<file path="src/rtl/rf_pkg.sv">
// =============================================================================
// Module   : rf_pkg
// Brief    : Shared constants, busy-vector type and address decode for rf_scoreboard
// Revision : 1.0
// =============================================================================
`default_nettype none

package rf_pkg;

    localparam int DEFAULT_DATA_W   = 4;
    localparam int DEFAULT_NUM_REGS = 4;
    localparam int ONEHOT_MAX       = 256;

    typedef logic [DEFAULT_NUM_REGS-1:0] busy_vec_t;

    // Callers truncate the result to their own register count.
    function automatic logic [ONEHOT_MAX-1:0] addr_onehot(input logic [31:0] addr);
        return {{(ONEHOT_MAX-1){1'b0}}, 1'b1} << addr;
    endfunction

endpackage

`default_nettype wire

</file>
<file path="src/rtl/rf_read_port.sv">
// =============================================================================
// Module   : rf_read_port
// Brief    : Combinational read mux with write bypass and hardwired-zero handling
// Revision : 1.0
// =============================================================================
`default_nettype none

module rf_read_port
    import rf_pkg::*;
#(
    parameter int DATA_W   = DEFAULT_DATA_W,
    parameter int NUM_REGS = DEFAULT_NUM_REGS,
    parameter int ADDR_W   = $clog2(NUM_REGS),
    parameter int ZERO_REG = 0,
    parameter int BYPASS   = 1
) (
    input  logic [NUM_REGS-1:0][DATA_W-1:0] regs,
    input  logic [NUM_REGS-1:0]             busy,
    input  logic [ADDR_W-1:0]               addr,
    input  logic                            wr_en,
    input  logic [ADDR_W-1:0]               wr_addr,
    input  logic [DATA_W-1:0]               wr_data,
    output logic [DATA_W-1:0]               data,
    output logic                            rdy
);

    localparam logic c_zero_en   = (ZERO_REG != 0);
    localparam logic c_bypass_en = (BYPASS != 0);

    logic w_zero;
    logic w_hit;

    assign w_zero = c_zero_en && (addr == '0);
    assign w_hit  = c_bypass_en && wr_en && (wr_addr == addr);

    // Zero register dominates the bypass path.
    assign data = w_zero ? '0 : (w_hit ? wr_data : regs[addr]);
    assign rdy  = w_zero || !busy[addr] || w_hit;

endmodule

`default_nettype wire

</file>
<file path="src/rtl/rf_scoreboard.sv">
// =============================================================================
// Module   : rf_scoreboard
// Brief    : Register file with two read ports, one write port and pending-write scoreboard
// Revision : 1.0
// =============================================================================
`default_nettype none

module rf_scoreboard
    import rf_pkg::*;
#(
    parameter int DATA_W   = DEFAULT_DATA_W,
    parameter int NUM_REGS = DEFAULT_NUM_REGS,
    parameter int ADDR_W   = $clog2(NUM_REGS),
    parameter int ZERO_REG = 0,
    parameter int BYPASS   = 1
) (
    input  logic                clk,
    input  logic                reset,
    input  logic [ADDR_W-1:0]   RA,
    input  logic [ADDR_W-1:0]   RB,
    output logic [DATA_W-1:0]   A,
    output logic [DATA_W-1:0]   B,
    output logic                A_RDY,
    output logic                B_RDY,
    input  logic                RE,
    input  logic [ADDR_W-1:0]   WR,
    input  logic [DATA_W-1:0]   WRD,
    input  logic                RSV,
    input  logic [ADDR_W-1:0]   RSV_ADDR,
    output logic                RSV_ACK,
    input  logic                FLUSH,
    output logic [NUM_REGS-1:0] BUSY
);

    localparam logic c_zero_en = (ZERO_REG != 0);
    // Register 0 never holds data or busy state when hardwired to zero.
    localparam logic [NUM_REGS-1:0] c_keep_mask =
        c_zero_en ? {{(NUM_REGS-1){1'b1}}, 1'b0} : {NUM_REGS{1'b1}};

    logic [NUM_REGS-1:0][DATA_W-1:0] r_regs;
    logic [NUM_REGS-1:0]             r_busy;
    logic [NUM_REGS-1:0]             w_wr_oh;
    logic [NUM_REGS-1:0]             w_rsv_oh;
    logic [NUM_REGS-1:0]             w_busy_next;
    logic                            w_rsv_zero;
    logic                            w_rsv_wr_hit;

    assign w_wr_oh = (RE ? NUM_REGS'(addr_onehot(32'(WR))) : '0) & c_keep_mask;

    assign w_rsv_zero   = c_zero_en && (RSV_ADDR == '0);
    assign w_rsv_wr_hit = RE && (WR == RSV_ADDR);
    assign RSV_ACK      = RSV && !FLUSH && (w_rsv_zero || !r_busy[RSV_ADDR] || w_rsv_wr_hit);

    assign w_rsv_oh = (RSV_ACK ? NUM_REGS'(addr_onehot(32'(RSV_ADDR))) : '0) & c_keep_mask;

    // Set after clear so a new producer supersedes a retiring one.
    assign w_busy_next = FLUSH ? '0 : ((r_busy & ~w_wr_oh) | w_rsv_oh);

    always_ff @(posedge clk or negedge reset) begin
        if (!reset) begin
            r_regs <= '0;
            r_busy <= '0;
        end else begin
            for (int i = 0; i < NUM_REGS; i++) begin
                if (w_wr_oh[i]) begin
                    r_regs[i] <= WRD;
                end
            end
            r_busy <= w_busy_next;
        end
    end

    assign BUSY = r_busy;

    rf_read_port #(
        .DATA_W   (DATA_W),
        .NUM_REGS (NUM_REGS),
        .ADDR_W   (ADDR_W),
        .ZERO_REG (ZERO_REG),
        .BYPASS   (BYPASS)
    ) u_port_a (
        .regs     (r_regs),
        .busy     (r_busy),
        .addr     (RA),
        .wr_en    (RE),
        .wr_addr  (WR),
        .wr_data  (WRD),
        .data     (A),
        .rdy      (A_RDY)
    );

    rf_read_port #(
        .DATA_W   (DATA_W),
        .NUM_REGS (NUM_REGS),
        .ADDR_W   (ADDR_W),
        .ZERO_REG (ZERO_REG),
        .BYPASS   (BYPASS)
    ) u_port_b (
        .regs     (r_regs),
        .busy     (r_busy),
        .addr     (RB),
        .wr_en    (RE),
        .wr_addr  (WR),
        .wr_data  (WRD),
        .data     (B),
        .rdy      (B_RDY)
    );

endmodule

`default_nettype wire

</file>
<file path="config.mk">
export PLATFORM = sky130hd
export DESIGN_NAME = rf_scoreboard
export DESIGN_NICKNAME = d
export VERILOG_FILES = /design/src/rtl/rf_pkg.sv /design/src/rtl/rf_read_port.sv /design/src/rtl/rf_scoreboard.sv
export SDC_FILE = /design/constraint.sdc
export NUM_CORES = 1
export LEC_CHECK = 0
export BUFFER_PORTS_ARGS = -buffer_cell sky130_fd_sc_hd__buf_2
export CAP_MARGIN = 20
export CORE_MARGIN = 10
export CORE_UTILIZATION = 40
export CTS_BUF_LIST = sky130_fd_sc_hd__clkbuf_4 sky130_fd_sc_hd__clkbuf_8 sky130_fd_sc_hd__clkbuf_16
export DETAILED_ROUTE_END_ITERATION = 6
export GPL_TIMING_DRIVEN = 0
export PLACE_DENSITY = 0.63
export SYNTH_ARGS = -nofsm -noshare
export SYNTH_HDL_FRONTEND = slang
export SYNTH_SLANG_ARGS = --single-unit
</file>
<file path="constraint.sdc">
create_clock -name clk -period 1.6 [get_ports clk]
set_clock_uncertainty 0.1 [all_clocks]
set_input_delay 0.32 -clock clk [delete_from_list [all_inputs] [get_ports clk]]
set_output_delay 0.32 -clock clk [all_outputs]
set_load 0.05 [all_outputs]
</file>
# Word level (Yosys, flattened, before mapping)
# Index checks and enable logic that the tools add are counted.
# op_classes
n_lt_le_gt_ge,3
eq_ne,3
shift,2
n_mux,15
n_bitwise,3
reduce_logical,12
# op_table
cell,count
4-bit 2-to-1 mux,7
4-bit binary-select mux with 2-bit select,2
"2-bit by 3-bit less-than comparator with 1-bit output, second input constant",3
"1-bit by 2-bit left shift with 4-bit output, first input constant",2
1-bit binary-select mux with 2-bit select,3
2-bit equality test,3
1-bit logical AND,5
4-bit bitwise AND,1
1-bit zero test,4
4-bit NOT,1
4-bit bitwise OR,1
1-bit logical OR,3
1-bit 2-to-1 mux,3
# totals
ff_bits,20
inputBits,17
output_inout_bits,15

# Longest topological paths before layout
# depth
ltp_word,8
depth_mapped,5
ltp_nobuf,4

# Modules after synthesis
# A second synthesis with hierarchy kept.
# hier_totals
hier_cells,90
area_unflattened_um2,1308.8
# modules_own_cells
module,n_inst,cells_each,area_each_um2,seq_area_each_um2
rf_scoreboard,1,60,860.8,500.5
rf_read_port,2,15,224.0,0.0

# Worst setup path after synthesis
# Ideal clock, no wire load.
# synth_timing
kind,register -> register
startpoint,register r_busy[1] (netlist: BUSY[1])
endpoint,register r_busy[2] (netlist: BUSY[2])
setup_ns,0.123
arrival_time_ns,1.779
slack_ns,-0.402
path_stages_with_launch,5
synth_period_minus_slack_ns,2.002
path_cell_list,dfrtp_1 -> mux2i_1 -> nand3b_1 -> nand3_1 -> a32o_1
# synth_via
elab_chain_cells,8
# synth_lines
item,line,rtl
start: declaration,rf_scoreboard.sv:41,logic [NUM_REGS-1:0] r_busy;
start signal: assignment,rf_scoreboard.sv:69,r_busy <= w_busy_next;
1-bit binary-select mux with 2-bit select,rf_scoreboard.sv:52,assign RSV_ACK = RSV && !FLUSH && (w_rsv_zero || !r_busy[RSV_ADDR] || w_rsv_wr_hit);
1-bit 2-to-1 mux (not written as such),rf_scoreboard.sv:52,
1-bit zero test,rf_scoreboard.sv:52,
1-bit logical OR,rf_scoreboard.sv:52,
1-bit logical AND,rf_scoreboard.sv:52,
net RSV_ACK,rf_scoreboard.sv:30,"output logic RSV_ACK,"
4-bit 2-to-1 mux,rf_scoreboard.sv:54,assign w_rsv_oh = (RSV_ACK ? NUM_REGS'(addr_onehot(32'(RSV_ADDR))) : '0) & c_keep_mask;
4-bit bitwise OR,rf_scoreboard.sv:57,assign w_busy_next = FLUSH ? '0 : ((r_busy & ~w_wr_oh) | w_rsv_oh);
4-bit 2-to-1 mux,rf_scoreboard.sv:57,
net w_busy_next[2],rf_scoreboard.sv:44,logic [NUM_REGS-1:0] w_busy_next;
# The timed path passes the listed nets, and every way through them passes these cells. The select of a mux whose other input is x is not followed.
# A chain may end at the register's enable or synchronous reset.

# Worst setup path in the final report
# layout_timing
startpoint,register r_regs[13] in the netlist's numbering
endpoint,output B[1]
# layout_via
elab_chain_cells,3
# layout_lines
item,line,rtl
start: declaration,rf_scoreboard.sv:40,logic [NUM_REGS-1:0][DATA_W-1:0] r_regs;
start signal: assignment,rf_scoreboard.sv:61,r_regs <= '0;
start signal: indexed assignment,rf_scoreboard.sv:66,r_regs[i] <= WRD;
4-bit binary-select mux with 2-bit select,rf_read_port.sv:37,assign data = w_zero ? '0 : (w_hit ? wr_data : regs[addr]);
4-bit 2-to-1 mux (not written as such),rf_read_port.sv:37,
4-bit 2-to-1 mux,rf_read_port.sv:37,
end: declaration,rf_scoreboard.sv:22,"output logic [DATA_W-1:0] B,"
# No other way between the ends. The select of a mux whose other input is x is not followed.

==> impl_metrics.ini <==
[drt]
firstDrtPassIters = 4
drt_wl_total_um = 3110
antenna_left = 0
post_drt_wl_per_cell_um = 18.4
drt_iter0_drc = 49
drc = 0
vias_per_cell = 5.38
vias = 910

[floorplan]
initial_utilization_pct = 41.8
die_h_um = 76.7
die-area_um2 = 5890
rows = 20
coreArea_um2 = 3080
ios = 32
die_x_um = 76.7

[synth]
avgSynthCellArea_um2 = 14.0
ys.flop_type = dfrtp_1
yosys_warnings = 0
synth_top_cell_by_area = dfrtp_1
synth_nets = 109
synth.top_cell.area_share_pct = 38.9
async_reset_ff_share_pct = 100
ys_types = 21
synthTopCellsByCount = 23 x mux2_2, 20 x dfrtp_1, 8 x mux4_2
synth_cells = 92
synth_seq_cells = 20
synth_edf_count = 0
ys_seq_area_share_pct = 38.9
synth.most_common_cell = mux2_2
synth_area_um2 = 1290
synth_top_cells_by_area = dfrtp_1 39%, mux2_2 20%, mux4_2 14%

[timing]
clock.fmax_ghz = 0.483
rsz0062_at_grt = yes
maxSlewHeadroom_pct = 67.4
fin_ws_ps = -470
finalCritPeriodShare_pct = 129
tightest_slew_ps = 487
drv_slew = 0
finalSetupViolCount = 11
period_minus_slack_ps = 2070
hold_viol_final = 0

[critical_path]
crit_path_cell_trace = mux4_2 > mux2_4 > buf_6
slowest_stage = mux4_2
max_stage_delay_ps = 480
worstPathRequired_ps = 1180
crit_family = multiplexers
critPathLaunchType = register
crit_fanout = 3
path_class = reg2out
endpoint_kind = output port
arrival_ps = 1650
path_buf_inv = 1

[clock_network]
cts_made_buffers = 3
cts_buffer_depth = 2
insertion_delay_ps = 310
cts_tree = done
cts-root-buf = clkbuf_4
htree_levels = 1
clkSinkCount = 20
path_clk_slew_ps = 120

[job]
cap_violations = 0

[global_routing]
grt_pass1_wl_um = 5180
antenna_found_initial = 0
grt_pass1_vias = 1023
grt_use_total_pct = 10.9
grt_max_degree = 21
overflow = 0

[cells_and_area]
drive_gt1_share_pct = 68.8
num_antenna_cells = 0
area_growth_pct = 35.2
final_nets = 143

[pwr]
power_w = 0.00187
power.leakage_nw = 0.764
power_density_nw_per_um2 = 1070
ir_worst_vdd_uv = 528

[hold_path]
hold_path.class = in2reg

[placed_design]
dp_slack_ps = -336
port_buffers = 24
globalplace.congestion = 0.728

[status]
status = finished, violations left
failed_checks = negative setup slack
## registers in the layout, indices dropped and copies added, names as in the netlist
| register | flops |
|---|---|
| r_regs | 16 |
| BUSY | 4 |
## power breakdown
part | internal [W] | leakage [nW] | switching (W)
Sequential | 0.000588 | 0.238 | 0.0000598
Combinational | 0.000393 | 0.498 | 0.000402
Clock | 0.000254 | 0.0279 | 0.000170
Total | 0.00123 | 0.764 | 0.000632
## cells in the final DEF (no fill, tap or decap), types with 2 or more instances in the layout
cell type,n
nand3_2,2
nand3_1,2
nand2_4,2
mux4_2,10
mux2_4,8
clkbuf_4,3
buf_6,9
xnor2_1,4
buf_2,13
xnor2_2,2
dfrtp_1,16
buf_12,2
buf_8,4
a32o_1,3
clkbuf_2,2
mux2i_1,2
buf_4,5
dfrtp_2,4
nor2b_1,4
mux2_2,16
nand3b_1,3
## cells by family after synthesis
group           after synthesis  share of synthesized area, %
flops                        20                          38.9
xor+xnor                      6                          4.08
compound gates                4                          3.01
buf+inv                       8                          4.57
simple gates                 18                          8.55
mux                          36                          40.9
## path summary, 6_finish.rpt
check	cells past startpoint	to	slack, ps	start
min in group asynchronous	2	r_regs[5]	370	reset
min reg2reg	1	r_regs[0]	440	r_regs[0]
min	2	r_regs[14]	200	WRD[2]
max	3	B[1]	-470	r_regs[13]
max reg2reg	6	BUSY[1]	190	BUSY[3]
max in group asynchronous	2	BUSY[2]	700	reset
## metrics by stage
stage	setup TNS (ps)	hold WS, ps	instances	utilization (%)	instance area (um2)
global route	-4910	217	169	56.5	1740
global placement	-2770	188	160	50.6	1560
CTS	-4470	198	169	56.4	1740
detailed placement	-2900	191	160	50.6	1560
floorplan	-510	-75.6	92	-	1380
finish	-4400	197	169	56.5	1740
## repair_timing
action,CTS,global route
endpoints found under the hold margin,20,0
gates resized for setup,27,1
hold buffers,1,0
pin swaps,2,0
setup buffers,4,0
setup endpoints to repair,11,11
cloned,0,0
## layout make-up
type / count / area [um2]
tap: 44 / 55.1
buffer: 7 / 72.6
inverter: 1 / 3.75
timing repair buffer: 29 / 251
clock inverter: 1 / 30.0
sequential: 20 / 505
multi-input combinational: 64 / 800
fill: 260 / 1340
clock buffer: 3 / 22.5
## per-layer routing
layer	wire, um	global-route usage (%)	up-vias
met2	1660	19.1	21
met3	135	2.21	5
li1	-	-	422
met4	45	4.28	0
met1	1270	12.6	462
met5	0	0	-
No activity file was read; power rests on OpenSTA's default activity.
